[src/rtl/hazard_ctrl_pkg.sv]
// Shared types and defaults for the pipeline hazard controller.
package hazard_ctrl_pkg;

   localparam int REG_ADDR_W_DEF  = 3;
   localparam int STALL_CNT_W_DEF = 16;

   typedef enum logic [1:0] {
      RUN         = 2'd0,
      MEM_WAIT    = 2'd1,
      BRANCH_PEND = 2'd2
   } hazard_state_t;

endpackage

[src/rtl/hazard_ctrl_if.sv]
// Pipeline-observation and stall/flush bundle between the core pipeline and hazard_ctrl.
interface hazard_ctrl_if
   import hazard_ctrl_pkg::*;
#(
   parameter int REG_ADDR_W  = REG_ADDR_W_DEF,
   parameter int STALL_CNT_W = STALL_CNT_W_DEF
);

   logic                   id_valid;
   logic [REG_ADDR_W-1:0]  id_rs1;
   logic [REG_ADDR_W-1:0]  id_rs2;
   logic                   id_use_rs1;
   logic                   id_use_rs2;
   logic [REG_ADDR_W-1:0]  id_rd;
   logic                   id_write_en;
   logic [REG_ADDR_W-1:0]  ex_rd;
   logic                   ex_write_en;
   logic                   ex_mem_read;
   logic                   ex_branch_taken;
   logic                   mem_req;
   logic                   mem_ready;
   logic [REG_ADDR_W-1:0]  wb_rd;
   logic                   wb_write_en;

   logic                   pc_stall;
   logic                   ifid_stall;
   logic                   idex_stall;
   logic                   exmem_stall;
   logic                   ifid_flush;
   logic                   idex_flush;
   logic [1:0]             hazard_state;
   logic [STALL_CNT_W-1:0] stall_count;

   // master: the hazard controller; slave: the pipeline that consumes its controls
   modport master (
      input  id_valid, id_rs1, id_rs2, id_use_rs1, id_use_rs2, id_rd, id_write_en,
      input  ex_rd, ex_write_en, ex_mem_read, ex_branch_taken,
      input  mem_req, mem_ready, wb_rd, wb_write_en,
      output pc_stall, ifid_stall, idex_stall, exmem_stall, ifid_flush, idex_flush,
      output hazard_state, stall_count
   );

   modport slave (
      output id_valid, id_rs1, id_rs2, id_use_rs1, id_use_rs2, id_rd, id_write_en,
      output ex_rd, ex_write_en, ex_mem_read, ex_branch_taken,
      output mem_req, mem_ready, wb_rd, wb_write_en,
      input  pc_stall, ifid_stall, idex_stall, exmem_stall, ifid_flush, idex_flush,
      input  hazard_state, stall_count
   );

endinterface

[src/rtl/hazard_scoreboard.sv]
// Pending-write scoreboard and RAW detect for a pipeline without forwarding.
module hazard_scoreboard
   import hazard_ctrl_pkg::*;
#(
   parameter int REG_ADDR_W = REG_ADDR_W_DEF
) (
   input  logic                  clk,
   input  logic                  rst,
   input  logic                  i_hold,
   input  logic                  i_issue_wr,
   input  logic [REG_ADDR_W-1:0] i_rd,
   input  logic                  i_wb_we,
   input  logic [REG_ADDR_W-1:0] i_wb_rd,
   input  logic                  i_id_valid,
   input  logic [REG_ADDR_W-1:0] i_rs1,
   input  logic [REG_ADDR_W-1:0] i_rs2,
   input  logic                  i_use_rs1,
   input  logic                  i_use_rs2,
   output logic                  o_raw
);

   localparam int NREG = 1 << REG_ADDR_W;

   logic [NREG-1:0] r_pend;
   logic [NREG-1:0] w_set;
   logic [NREG-1:0] w_clr;
   logic            w_busy1;
   logic            w_busy2;

   always_comb begin
      w_set = '0;
      w_clr = '0;
      if (i_issue_wr) w_set[i_rd]    = 1'b1;
      if (i_wb_we)    w_clr[i_wb_rd] = 1'b1;
   end

   // set is applied after clear so a same-cycle issue of the retiring register stays pending
   always_ff @(posedge clk or negedge rst) begin
      if (!rst) begin
         r_pend <= '0;
      end else if (!i_hold) begin
         r_pend <= (r_pend & ~w_clr) | w_set;
      end
   end

   // the write-back happening this cycle satisfies the read through the RF bypass
   assign w_busy1 = r_pend[i_rs1] && !(i_wb_we && (i_wb_rd == i_rs1));
   assign w_busy2 = r_pend[i_rs2] && !(i_wb_we && (i_wb_rd == i_rs2));
   assign o_raw   = i_id_valid && ((i_use_rs1 && w_busy1) || (i_use_rs2 && w_busy2));

endmodule

[src/rtl/hazard_ctrl.sv]
// Hazard controller for the 5-stage core: load-use/RAW bubbles, branch squash, memory freeze.
// Define HAZARD_FORWARD_EN when the datapath forwards; only load-use then stalls and no scoreboard is built.
module hazard_ctrl
   import hazard_ctrl_pkg::*;
#(
   parameter int REG_ADDR_W  = REG_ADDR_W_DEF,
   parameter int STALL_CNT_W = STALL_CNT_W_DEF
) (
   input  logic         clk,
   input  logic         rst,
   hazard_ctrl_if.master bus
);

   hazard_state_t          r_state;
   logic                   r_branch_pend;
   logic [STALL_CNT_W-1:0] r_stall_count;

   logic w_mem_busy;
   logic w_load_use;
   logic w_raw;
   logic w_issue;
   logic w_pc_stall, w_ifid_stall, w_idex_stall, w_exmem_stall;
   logic w_ifid_flush, w_idex_flush;

   function automatic logic [STALL_CNT_W-1:0] sat_inc(input logic [STALL_CNT_W-1:0] v);
      return (&v) ? v : v + {{(STALL_CNT_W-1){1'b0}}, 1'b1};
   endfunction

   assign w_mem_busy = bus.mem_req && !bus.mem_ready;
   assign w_load_use = bus.id_valid && bus.ex_mem_read && bus.ex_write_en &&
                       ((bus.id_use_rs1 && (bus.id_rs1 == bus.ex_rd)) ||
                        (bus.id_use_rs2 && (bus.id_rs2 == bus.ex_rd)));

   // outputs are forced low while reset is held, independent of the clock
   always_comb begin
      w_pc_stall    = 1'b0;
      w_ifid_stall  = 1'b0;
      w_idex_stall  = 1'b0;
      w_exmem_stall = 1'b0;
      w_ifid_flush  = 1'b0;
      w_idex_flush  = 1'b0;
      if (rst) begin
         unique case (r_state)
            RUN: begin
               if (!w_mem_busy) begin
                  if (bus.ex_branch_taken) begin
                     w_ifid_flush = 1'b1;
                     w_idex_flush = 1'b1;
                  end else if (w_load_use || w_raw) begin
                     w_pc_stall   = 1'b1;
                     w_ifid_stall = 1'b1;
                     w_idex_flush = 1'b1;
                  end
               end
            end
            MEM_WAIT: begin
               w_pc_stall    = 1'b1;
               w_ifid_stall  = 1'b1;
               w_idex_stall  = 1'b1;
               w_exmem_stall = 1'b1;
            end
            BRANCH_PEND: begin
               w_ifid_flush = 1'b1;
               w_idex_flush = 1'b1;
            end
            default: ;
         endcase
      end
   end

   assign w_issue = bus.id_valid &&
                    !(w_pc_stall || w_ifid_stall || w_idex_stall || w_exmem_stall ||
                      w_ifid_flush || w_idex_flush);

`ifdef HAZARD_FORWARD_EN
   logic w_unused;
   assign w_raw    = 1'b0;
   assign w_unused = ^{bus.id_rd, bus.id_write_en, bus.wb_rd, bus.wb_write_en, w_issue};
`else
   hazard_scoreboard #(
      .REG_ADDR_W (REG_ADDR_W)
   ) u_scoreboard (
      .clk        (clk),
      .rst        (rst),
      .i_hold     (r_state == MEM_WAIT),
      .i_issue_wr (w_issue && bus.id_write_en),
      .i_rd       (bus.id_rd),
      .i_wb_we    (bus.wb_write_en),
      .i_wb_rd    (bus.wb_rd),
      .i_id_valid (bus.id_valid),
      .i_rs1      (bus.id_rs1),
      .i_rs2      (bus.id_rs2),
      .i_use_rs1  (bus.id_use_rs1),
      .i_use_rs2  (bus.id_use_rs2),
      .o_raw      (w_raw)
   );
`endif

   // a branch seen on the very cycle memory completes still owes its flush
   always_ff @(posedge clk or negedge rst) begin
      if (!rst) begin
         r_state       <= RUN;
         r_branch_pend <= 1'b0;
         r_stall_count <= '0;
      end else begin
         if (w_pc_stall) r_stall_count <= sat_inc(r_stall_count);
         unique case (r_state)
            RUN: begin
               if (w_mem_busy) r_state <= MEM_WAIT;
            end
            MEM_WAIT: begin
               if (bus.ex_branch_taken) r_branch_pend <= 1'b1;
               if (bus.mem_ready)
                  r_state <= (r_branch_pend || bus.ex_branch_taken) ? BRANCH_PEND : RUN;
            end
            BRANCH_PEND: begin
               r_branch_pend <= 1'b0;
               r_state       <= RUN;
            end
            default: r_state <= RUN;
         endcase
      end
   end

   assign bus.pc_stall     = w_pc_stall;
   assign bus.ifid_stall   = w_ifid_stall;
   assign bus.idex_stall   = w_idex_stall;
   assign bus.exmem_stall  = w_exmem_stall;
   assign bus.ifid_flush   = w_ifid_flush;
   assign bus.idex_flush   = w_idex_flush;
   assign bus.hazard_state = r_state;
   assign bus.stall_count  = r_stall_count;

endmodule

[src/flat_wrapper.sv]
// flat-port wrapper written by rule: the top's interface ports become plain ports
module hazard_ctrl_flat import hazard_ctrl_pkg::*;
#(
   parameter int REG_ADDR_W  = REG_ADDR_W_DEF,
   parameter int STALL_CNT_W = STALL_CNT_W_DEF
)
  (clk, rst, bus_id_valid, bus_id_rs1, bus_id_rs2, bus_id_use_rs1, bus_id_use_rs2, bus_id_rd, bus_id_write_en, bus_ex_rd, bus_ex_write_en, bus_ex_mem_read, bus_ex_branch_taken, bus_mem_req, bus_mem_ready, bus_wb_rd, bus_wb_write_en, bus_pc_stall, bus_ifid_stall, bus_idex_stall, bus_exmem_stall, bus_ifid_flush, bus_idex_flush, bus_hazard_state, bus_stall_count);
  hazard_ctrl_if #(.REG_ADDR_W(REG_ADDR_W), .STALL_CNT_W(STALL_CNT_W)) bus_i ();
  input  logic clk;
  input  logic rst;
  input wire logic [$bits(bus_i.id_valid)-1:0] bus_id_valid;
  input wire logic [$bits(bus_i.id_rs1)-1:0] bus_id_rs1;
  input wire logic [$bits(bus_i.id_rs2)-1:0] bus_id_rs2;
  input wire logic [$bits(bus_i.id_use_rs1)-1:0] bus_id_use_rs1;
  input wire logic [$bits(bus_i.id_use_rs2)-1:0] bus_id_use_rs2;
  input wire logic [$bits(bus_i.id_rd)-1:0] bus_id_rd;
  input wire logic [$bits(bus_i.id_write_en)-1:0] bus_id_write_en;
  input wire logic [$bits(bus_i.ex_rd)-1:0] bus_ex_rd;
  input wire logic [$bits(bus_i.ex_write_en)-1:0] bus_ex_write_en;
  input wire logic [$bits(bus_i.ex_mem_read)-1:0] bus_ex_mem_read;
  input wire logic [$bits(bus_i.ex_branch_taken)-1:0] bus_ex_branch_taken;
  input wire logic [$bits(bus_i.mem_req)-1:0] bus_mem_req;
  input wire logic [$bits(bus_i.mem_ready)-1:0] bus_mem_ready;
  input wire logic [$bits(bus_i.wb_rd)-1:0] bus_wb_rd;
  input wire logic [$bits(bus_i.wb_write_en)-1:0] bus_wb_write_en;
  output wire logic [$bits(bus_i.pc_stall)-1:0] bus_pc_stall;
  output wire logic [$bits(bus_i.ifid_stall)-1:0] bus_ifid_stall;
  output wire logic [$bits(bus_i.idex_stall)-1:0] bus_idex_stall;
  output wire logic [$bits(bus_i.exmem_stall)-1:0] bus_exmem_stall;
  output wire logic [$bits(bus_i.ifid_flush)-1:0] bus_ifid_flush;
  output wire logic [$bits(bus_i.idex_flush)-1:0] bus_idex_flush;
  output wire logic [$bits(bus_i.hazard_state)-1:0] bus_hazard_state;
  output wire logic [$bits(bus_i.stall_count)-1:0] bus_stall_count;
  assign bus_i.id_valid = bus_id_valid;
  assign bus_i.id_rs1 = bus_id_rs1;
  assign bus_i.id_rs2 = bus_id_rs2;
  assign bus_i.id_use_rs1 = bus_id_use_rs1;
  assign bus_i.id_use_rs2 = bus_id_use_rs2;
  assign bus_i.id_rd = bus_id_rd;
  assign bus_i.id_write_en = bus_id_write_en;
  assign bus_i.ex_rd = bus_ex_rd;
  assign bus_i.ex_write_en = bus_ex_write_en;
  assign bus_i.ex_mem_read = bus_ex_mem_read;
  assign bus_i.ex_branch_taken = bus_ex_branch_taken;
  assign bus_i.mem_req = bus_mem_req;
  assign bus_i.mem_ready = bus_mem_ready;
  assign bus_i.wb_rd = bus_wb_rd;
  assign bus_i.wb_write_en = bus_wb_write_en;
  assign bus_pc_stall = bus_i.pc_stall;
  assign bus_ifid_stall = bus_i.ifid_stall;
  assign bus_idex_stall = bus_i.idex_stall;
  assign bus_exmem_stall = bus_i.exmem_stall;
  assign bus_ifid_flush = bus_i.ifid_flush;
  assign bus_idex_flush = bus_i.idex_flush;
  assign bus_hazard_state = bus_i.hazard_state;
  assign bus_stall_count = bus_i.stall_count;
  hazard_ctrl #(.REG_ADDR_W(REG_ADDR_W), .STALL_CNT_W(STALL_CNT_W)) u_core (.clk(clk), .rst(rst), .bus(bus_i));
endmodule
[config.mk]
export PLATFORM = sky130hd
export DESIGN_NAME = hazard_ctrl_flat
export DESIGN_NICKNAME = d
export VERILOG_FILES = /design/src/rtl/hazard_ctrl_pkg.sv /design/src/rtl/hazard_ctrl_if.sv /design/src/rtl/hazard_scoreboard.sv /design/src/rtl/hazard_ctrl.sv /design/src/flat_wrapper.sv
export SDC_FILE = /design/constraint.sdc
export NUM_CORES = 1
export LEC_CHECK = 0
export CAP_MARGIN = 10
export CORE_AREA = 4 4 57 85
export CTS_CLUSTER_DIAMETER = 120
export DETAILED_ROUTE_END_ITERATION = 8
export DIE_AREA = 0 0 61 89
export MAX_ROUTING_LAYER = met4
export PLACE_DENSITY_LB_ADDON = 0.05
export REMOVE_ABC_BUFFERS = 1
export SYNTH_ARGS = -nofsm -noshare
export SYNTH_HDL_FRONTEND = slang
export SYNTH_SLANG_ARGS = --single-unit
[constraint.sdc]
create_clock -name clk -period 1.93 [get_ports clk]
set_input_delay 0.193 -clock clk [delete_from_list [all_inputs] [get_ports clk]]
set_output_delay 0.193 -clock clk [all_outputs]
set_load 0.03 [all_outputs]
; ---- Word-level counts from Yosys, hierarchy flattened
; Cells that the tools add are included.
[word_totals]
ff_bits = 27
input_bits = 27
output_inout_bits = 24
elab_cells = 90
[classes]
n_addsub = 1
magnitude_cmp = 6
eq_ne = 9
mux = 31
bitwise_logic = 4
n_reduce_logical = 35
[op_table]
columns = operator, n
row1 = $logic_and 1x1->1, 17
row2 = $mux 1, 17
row3 = $add 16x1->16 const B, 1
row4 = $lt 3x4->1 const B, 4
row5 = $mux 8, 2
row6 = $reduce_and 16->1, 1
row7 = $eq 3x3->1, 4
row8 = $and 8x8->8, 1
row9 = $logic_or 1x1->1, 8
row10 = $not 8->8, 1
row11 = $or 8x8->8, 1
row12 = $pmux 1 s2, 4
row13 = $bmux 1 s3, 2
row14 = $demux 1 s3, 2
row15 = $ge 3x1->1 const B, 2
row16 = $mux 2, 3
row17 = $reduce_and 2->1, 3
row18 = $logic_not 1->1, 4
row19 = $ne 2x2->1 const B, 2
row20 = $pmux 2 s2, 1
row21 = $eq 2x1->1 const B, 1
row22 = $eq 2x2->1 const B, 1
row23 = $logic_not 2->1, 1
row24 = $ne 2x1->1 const B, 1
row25 = other kinds (2), 2

; ---- Logic depth before layout (Yosys ltp)
; Gate-level depths: netlist of run 1.
[depth]
word_depth = 22
depth_mapped = 9
mapped_depth_nobuf = 7

; ---- Cells and area by module
; Synthesis of run 1 repeated with hierarchy kept, for this count alone.
[hier_totals]
hier_cells = 177
hier_area_um2 = 1764.2
[by_module_without_submodules]
columns = module, n_inst, cells_per_inst, area_each_um2, seq_area_each_um2
row1 = hazard_ctrl, 1, 110, 1142.3, 475.5
row2 = hazard_scoreboard, 1, 67, 621.8, 200.2

; ---- Worst setup path before layout of run 1
; No wires, ideal clock.
[synth_path]
path_kind = register -> register
start = register u_core.r_state[0], in the netlist u_core.bus.hazard_state[0]
end = register u_core.u_scoreboard.r_pend[5]
t_arrival_ns = 2.167
t_required_ns = 1.808
setup_slack_ns = -0.359
path_stages_with_launch = 6
n_path_buf = 0
cell_sequence = dfrtp_1 > inv_1 > a31oi_1 > a2111oi_2 > nor2_4 > a32o_1
[synth_lines]
columns = item, line_no
row1 = "start, declared", hazard_ctrl.sv:14  ; hazard_state_t r_state;
row2 = "start signal, assigned", hazard_ctrl.sv:114  ; r_state <= (r_branch_pend || bus.ex_branch_taken) ? BRANCH_PEND : RUN;
row3 = $eq 2x2->1 / $logic_not 2->1 (equally long branches), hazard_ctrl.sv:43  ; unique case (r_state)
row4 = $pmux 1 s2 *, hazard_ctrl.sv:43
row5 = $mux 1 *, hazard_ctrl.sv:42  ; if (rst) begin
row6 = via bus_idex_flush, flat_wrapper.sv:31  ; output wire logic [$bits(bus_i.idex_flush)-1:0] bus_idex_flush;
row7 = $logic_or 1x1->1 *, hazard_ctrl.sv:73  ; w_ifid_flush || w_idex_flush);
row8 = $logic_not 1->1 *, hazard_ctrl.sv:72  ; !(w_pc_stall || w_ifid_stall || w_idex_stall || w_exmem_stall ||
row9 = $logic_and 1x1->1 *, hazard_ctrl.sv:71  ; assign w_issue = bus.id_valid &&
row10 = $logic_and 1x1->1 *, hazard_ctrl.sv:86  ; .i_issue_wr (w_issue && bus.id_write_en),
row11 = $mux 8 *, hazard_scoreboard.sv:33  ; if (i_issue_wr) w_set[i_rd] = 1'b1;
row12 = $or 8x8->8 *, hazard_scoreboard.sv:42  ; r_pend <= (r_pend & ~w_clr) | w_set;
row13 = "end signal, assigned", hazard_scoreboard.sv:42
row14 = "end, declared", hazard_scoreboard.sv:24  ; logic [NREG-1:0] r_pend;
; Mark *: on every way through the listed nets, which the timed path passes. The rest lies on a longest branch.
; A chain may end at the register's enable or synchronous reset.

; ---- Final worst setup path of run 1
[layout_path]
start = register u_core.u_scoreboard.r_pend[0]
end = output port bus_pc_stall
[layout_via]
elab_chain_cells = 12
[layout_lines]
columns = item, line_no
row1 = "$bmux 1 s3, on equally long branches", "hazard_scoreboard.sv:47, hazard_scoreboard.sv:48"
row2 = "$mux 1, on equally long branches", "hazard_scoreboard.sv:47, hazard_scoreboard.sv:48"
row3 = "$logic_and 1x1->1, on equally long branches", "hazard_scoreboard.sv:47, hazard_scoreboard.sv:48"
row4 = $logic_and 1x1->1, hazard_scoreboard.sv:49  ; assign o_raw = i_id_valid && ((i_use_rs1 && w_busy1) || (i_use_rs2 && w_busy2));
row5 = $logic_or 1x1->1 *, hazard_scoreboard.sv:49
row6 = $logic_and 1x1->1 *, hazard_scoreboard.sv:49
row7 = $logic_or 1x1->1 *, hazard_ctrl.sv:49  ; end else if (w_load_use || w_raw) begin
row8 = $mux 1 *, hazard_ctrl.sv:49
row9 = $mux 1 *, hazard_ctrl.sv:46  ; if (bus.ex_branch_taken) begin
row10 = $mux 1 *, hazard_ctrl.sv:45  ; if (!w_mem_busy) begin
row11 = $pmux 1 s2 *, hazard_ctrl.sv:43
row12 = $mux 1 *, hazard_ctrl.sv:42
row13 = "end, declared", flat_wrapper.sv:26  ; output wire logic [$bits(bus_i.pc_stall)-1:0] bus_pc_stall;
; Mark *: on every way between the ends. The rest lies on a longest branch, timed or not. The select of a mux whose other input is x is not followed.

==> impl_metrics.env, run 1 <==
export IMPL_ios=51
export IMPL_wl_mm=4.799
export IMPL_ys_seq_elements=27
export IMPL_critPathTopFamily="simple AND/OR/NAND/NOR gates"
export IMPL_core_area_mm2=0.004136
export IMPL_hpwl_mm=3.755
export IMPL_ys_flop_type="dfrtp_1"
export IMPL_n_fill_cell=365
export IMPL_gp_congestion=0.8728
export IMPL_cts_buffer_depth=2
export IMPL_multi_input_area_mm2=0.001020
export IMPL_die_h_um=89
export IMPL_antenna_found_initial=0
export IMPL_grt_pass1_vias=1741
export IMPL_fmax_mhz=444.2
export IMPL_synth_top_cell_area_share_pct=39.10
export IMPL_crit_buf_inv=2
export IMPL_die_area_mm2=0.005429
export IMPL_worstSetupPathType="register to output pin"
export IMPL_slowest_delay_ns=0.42
export IMPL_cts_tree="done"
export IMPL_die_w_um=61
export IMPL_grt_start_max_net_pins=28
export IMPL_use_met1_pct=20.90
export IMPL_p_per_area_mw_per_mm2=704.9
export IMPL_avgSynthCellArea_um2=9.818
export IMPL_grt_use_met3_pct=2.312
export IMPL_leakagePower_nw=1.144
export IMPL_wl_per_cell_um=16.32
export IMPL_period_needed_ns=2.251
export IMPL_synth_area_leader_cell="dfrtp_1"
export IMPL_failed_checks="setup timing"
export IMPL_firstDrtPassIters=4
export IMPL_h_tree_depth=1
export IMPL_clk_insertion_delay_late_ns=0.26
export IMPL_cp_cell_sequence="mux2_4 > o31a_1 > and4_4 > nor3_4 > a2111oi_4 > buf_6 > buf_6"
export IMPL_nets=277
export IMPL_slew_headroom_pct=71.56
export IMPL_gr_total_overflow=0
export IMPL_drtIter0Drc=54
export IMPL_antenna_left=0
export IMPL_setup_slack_ns=-0.3214
export IMPL_arrival_ns=2.06
export IMPL_cts_sinks=27
export IMPL_cts_made_buffers=3
export IMPL_crit_fanout=4
export IMPL_hold_viol_final=0
export IMPL_synth_cell_types=36
export IMPL_synth_edf_count=0
export IMPL_final_area_mm2=0.002535
export IMPL_worst_ir_drop_vdd_mv=0.6522
export IMPL_io_buffers=50
export IMPL_hold_buffers=0
export IMPL_async_flop_share_pct=100.0
export IMPL_ys_warn_count=0
export IMPL_cp_slowest_cell="dfrtp_1"
export IMPL_yosys_top_cells_area="dfrtp_1, xnor2_1, and3_1, a32o_1, mux2i_1"
export IMPL_finalCritPeriodShare_pct=116.7
export IMPL_num_rows=29
export IMPL_pre_cts_ws_ns=-0.7627
export IMPL_vias=1617
export IMPL_drc_errors=0
export IMPL_ys_seq_area_share_pct=39.10
export IMPL_met2_usage_pct=36.22
export IMPL_grt_pass1_wl_mm=7.879
export IMPL_critPathMostFrequentCell="buf_6"
export IMPL_slew_violations=0
export IMPL_drv_cap=0
export IMPL_drive_above_1_share_pct=20.16
export IMPL_antenna_cells=0
export IMPL_status="finished, violations left"
export IMPL_layout_commonest_cell="clkdlybuf4s50_1"
export IMPL_syn_area_mm2=0.001728
export IMPL_postPlaceCellArea_mm2=0.002389
export IMPL_critical_path_cell_count=7
export IMPL_top_usage_layer="met2"
export IMPL_seq_area_um2=675.6
export IMPL_initial_core_util_pct=41.77
export IMPL_crit_path_end_kind="output pin"
export IMPL_setup_viol=27
export IMPL_cts_root_buf="clkbuf_8"
export IMPL_tightestPinTransition_ns=0.4250
export IMPL_crit_path_start_kind="register"
export IMPL_clk_pin_slew_ns=0.09
export IMPL_rsz0062_at_grt="true"
export IMPL_routed_via_density=5.500
export IMPL_syn_inst=176
export IMPL_synthToLayoutAreaGrowth_pct=46.71
export IMPL_hold_class="input port to async pin"
export IMPL_cp_required_ns=1.74
export IMPL_grt_use_total_pct=19.81
export IMPL_final_cell_mix="clkdlybuf4s50_1, dfrtp_1, buf_4, xnor2_1, and3_1"
export IMPL_ff2ff_path_depth=9
export IMPL_skew_ns=0.004083
[cell type report]
class / count / share of cell area [%]
sequential: 27 / 26.65
timing repair buffer: 77 / 28.18
inverter: 6 / 0.8885
tap: 46 / 2.270
multi-input combinational: 134 / 40.23
clock buffer: 4 / 1.777
[per-layer routing]
layer  vias up  part of all wire (%)  wire length, um
li1        788                     -                -
met4         0                   2.8              132
met2        47                    55             2646
met3        14                   4.7              224
met5         -                     0                0
met1       768                    37             1795
[where the power goes]
group	internal, W	switching, W	total (W)	leakage, nW
registers	0.000657	0.000104	0.000761	0.351
clock network	0.000147	0.000160	0.000307	0.0228
logic	0.000372	0.000346	0.000719	0.770
total	0.00118	0.000610	0.00179	1.14
[repair_timing]
action                     CTS  global route
pin swaps                    8             4
resized for setup           19             6
buffers inserted             3             1
setup endpoints to repair   27            27
[metrics by stage]
step / power [W] / util, % / hold WS (ns) / TNS (ns) / instances
2_1_floorplan: 0.001100 / - / -0.1026 / -16.88 / 167
3_3_place_gp: 0.001414 / 57.74 / 0.4765 / -18.82 / 287
3_5_place_dp: 0.001422 / 57.74 / 0.4843 / -18.74 / 287
4_1_cts: 0.001786 / 60.62 / 0.4190 / -6.664 / 293
5_1_grt: 0.001898 / 61.28 / 0.4127 / -8.075 / 294
6_report: 0.001787 / 61.28 / 0.4004 / -5.348 / 294
[cell families after synthesis]
| logic type | synth area share (%) |
|---|---|
| compound gates | 11.08 |
| xor+xnor | 13.69 |
| fa+ha+maj | 0.7240 |
| buf+inv | 4.924 |
| flops | 39.10 |
| mux | 5.359 |
| simple gates | 25.13 |
[flip-flops by register name (all words and copies together), names as in the netlist]
signal / cells
u_core.bus.stall_count: 16
u_core.u_scoreboard.r_pend: 8
u_core.bus.hazard_state: 2
u_core.r_branch_pend: 1
[cell usage after synthesis, types with 2 or more instances]
master and instances:
buf_4 5, a21oi_1 3, nand2b_1 2, o21ai_0 2
a32o_1 8, nor3_1 3, mux2i_1 7, nor2b_1 3
xnor2_1 23, a31oi_1 3, and3_1 16, dfrtp_1 27
and4_1 4, mux2_1 2, buf_2 2, xor2_1 4
nand2_1 10, nand3_1 8, nor2_1 11, inv_1 5
nand4_1 10, nand3b_1 4
[path summary, 6_finish.rpt]
check                                               from  slack (ns)                       endpoint
setup / recovery           u_core.u_scoreboard.r_pend[0]       -0.32                   bus_pc_stall
hold / removal                                       rst        0.40  u_core.u_scoreboard.r_pend[7]
setup reg to reg           u_core.u_scoreboard.r_pend[0]       -0.28      u_core.bus.stall_count[7]
hold reg to reg               u_core.bus.stall_count[14]        0.50     u_core.bus.stall_count[14]
max in group asynchronous                            rst        1.28     u_core.bus.hazard_state[1]
min in group clk              u_core.bus.stall_count[14]        0.50     u_core.bus.stall_count[14]
Note: power is estimated with default switching activity, not from simulation.
==> run 2, diff against run 1 <==
--- a/config.mk
+++ b/config.mk
@@ -12,5 +12,5 @@
 export DIE_AREA = 0 0 61 89
 export MAX_ROUTING_LAYER = met4
-export PLACE_DENSITY_LB_ADDON = 0.05
+export PLACE_DENSITY = 0.8
 export REMOVE_ABC_BUFFERS = 1
 export SYNTH_ARGS = -nofsm -noshare
==> constraint.sdc (replaced) <==
create_clock -name clk -period 1.93 [get_ports clk]
set_input_delay 0.579 -clock clk [delete_from_list [all_inputs] [get_ports clk]]
set_output_delay 0.579 -clock clk [all_outputs]
set_load 0.03 [all_outputs]
==> impl_metrics.env, run 2 (synthesis results as in run 1) <==
export IMPL_slowest_delay_ns=0.29
export IMPL_gp_congestion=0.8708
export IMPL_h_tree_depth=1
export IMPL_antenna_cells=0
export IMPL_grt_start_max_net_pins=28
export IMPL_postLayoutCoreUtil_pct=60.83
export IMPL_grt_use_total_pct=18.64
export IMPL_cts_tree="done"
export IMPL_slew_headroom_pct=77.22
export IMPL_crit_path_end_kind="output pin"
export IMPL_crit_buf_inv=2
export IMPL_cp_cell_sequence="buf_12 > mux2_4 > o31a_1 > and4_4 > nor3_4 > a2111oi_4 > buf_4"
export IMPL_cts_sinks=27
export IMPL_cts_root_buf="clkbuf_8"
export IMPL_arrival_ns=1.95
export IMPL_setup_viol=27
export IMPL_die_area_mm2=0.005429
export IMPL_setup_slack_ns=-0.5958
export IMPL_cts_buffer_depth=2
export IMPL_skew_ns=0.005811
export IMPL_wl_mm=4.628
export IMPL_drv_cap=0
export IMPL_clk_pin_slew_ns=0.09
export IMPL_gr_total_overflow=0
export IMPL_antenna_found_initial=0
export IMPL_core_area_mm2=0.004136
export IMPL_cp_slowest_cell="mux2_4"
export IMPL_wl_per_cell_um=15.74
export IMPL_antenna_left=0
export IMPL_rsz0062_at_grt="true"
export IMPL_crit_fanout=6
export IMPL_tightestPinTransition_ns=0.3417
export IMPL_grt_pass1_vias=1692
export IMPL_nets=277
export IMPL_ios=51
export IMPL_grt_pass1_wl_mm=7.527
export IMPL_synthToLayoutAreaGrowth_pct=45.62
export IMPL_die_w_um=61
export IMPL_status="finished, violations left"
export IMPL_p_per_area_mw_per_mm2=684.1
export IMPL_critPathTopFamily="simple AND/OR/NAND/NOR gates"
export IMPL_drive_above_1_share_pct=29.03
export IMPL_cp_required_ns=1.35
export IMPL_worst_ir_drop_vdd_mv=0.7375
export IMPL_final_area_mm2=0.002516
export IMPL_power_w=0.001721
export IMPL_drtIter0Drc=71
export IMPL_period_needed_ns=2.526
export IMPL_crit_path_start_kind="input port"
export IMPL_layout_commonest_cell="buf_4"
export IMPL_hold_viol_final=0
export IMPL_num_rows=29
export IMPL_die_h_um=89
export IMPL_failed_checks="setup timing"
export IMPL_worstSetupPathType="input port to output pin"
export IMPL_largest_reg_flops=16
export IMPL_hold_class="input port to async pin"
export IMPL_slew_violations=0
export IMPL_vias=1634
export IMPL_routed_via_density=5.558
export IMPL_fmax_mhz=395.9
export IMPL_hold_buffers=0
export IMPL_finalCritPeriodShare_pct=130.9
export IMPL_initial_core_util_pct=41.77
export IMPL_drc_errors=0
export IMPL_io_buffers=50
export IMPL_leakagePower_nw=1.230
export IMPL_postPlaceCellArea_mm2=0.002411
export IMPL_cts_made_buffers=3
export IMPL_final_cell_mix="buf_4, dfrtp_1, dlygate4sd2_1, xnor2_1, and3_1"
export IMPL_firstDrtPassIters=4
export IMPL_hpwl_mm=3.579
export IMPL_clk_insertion_delay_late_ns=0.26
run 2: cell count changes in the layout (fill, tap and decap cells not counted), sizes merged:
cell / previous run / this run
dlygate4sd2: 5 / 23
clkdlybuf4s50: 38 / 5
buf: 33 / 48
clkinv: 1 / 2
clkbuf: 4 / 3
run 2: final timing paths:
path	start	endpoint	slack, ns	cells after the start
max	bus_id_rs1[1]	bus_pc_stall	-0.60	7
min	rst	u_core.bus.stall_count[12]	0.47	2
max reg2reg	u_core.u_scoreboard.r_pend[0]	u_core.bus.stall_count[1]	-0.25	8
min reg2reg	u_core.bus.stall_count[4]	u_core.bus.stall_count[4]	0.50	1
max in group asynchronous	rst	u_core.bus.hazard_state[1]	1.19	2
min in group clk	u_core.bus.stall_count[4]	u_core.bus.stall_count[4]	0.50	1
run 2: power by group:
group          switching (W)  internal, W  total, W
Clock               0.000165     0.000144  0.000309
Sequential          0.000111     0.000657  0.000768
Combinational       0.000335     0.000309  0.000645
Total               0.000611      0.00111   0.00172
run 2: per-stage QoR:
| stage | worst slack, ns | hold WS [ns] | TNS [ns] | instances |
|---|---|---|---|---|
| after floorplan | -1.023 | 0.2834 | -26.08 | 167 |
| after global placement | -1.239 | 0.4845 | -31.66 | 290 |
| after detailed placement | -1.284 | 0.4929 | -33.16 | 290 |
| after CTS | -0.6129 | 0.4715 | -6.507 | 294 |
| after global routing | -0.6523 | 0.5005 | -8.927 | 294 |
| final | -0.5958 | 0.4668 | -6.173 | 294 |
run 2: routing by layer:
metal,share of wire [%],GRT usage (%)
met1,38,19.98
met2,54,34.66
met3,6.6,2.023
met4,2.2,5.917
met5,0,-
run 2: final cells by class:
class	count	area [um2]
tap	46	57.56
sequential	27	676.9
clock inverter	1	5.005
clock buffer	3	41.29
timing repair buffer	77	650.6
multi-input combinational	134	1062
fill	360	1620
inverter	6	22.52
run 2: what timing repair did:
action | CTS | global route
hold endpoints to repair | 0 | 0
pin swaps | 19 | 2
gates resized for setup | 116 | 8
endpoints found under the setup margin | 47 | 31
buffers inserted | 1 | 0
gates cloned | 0 | 0
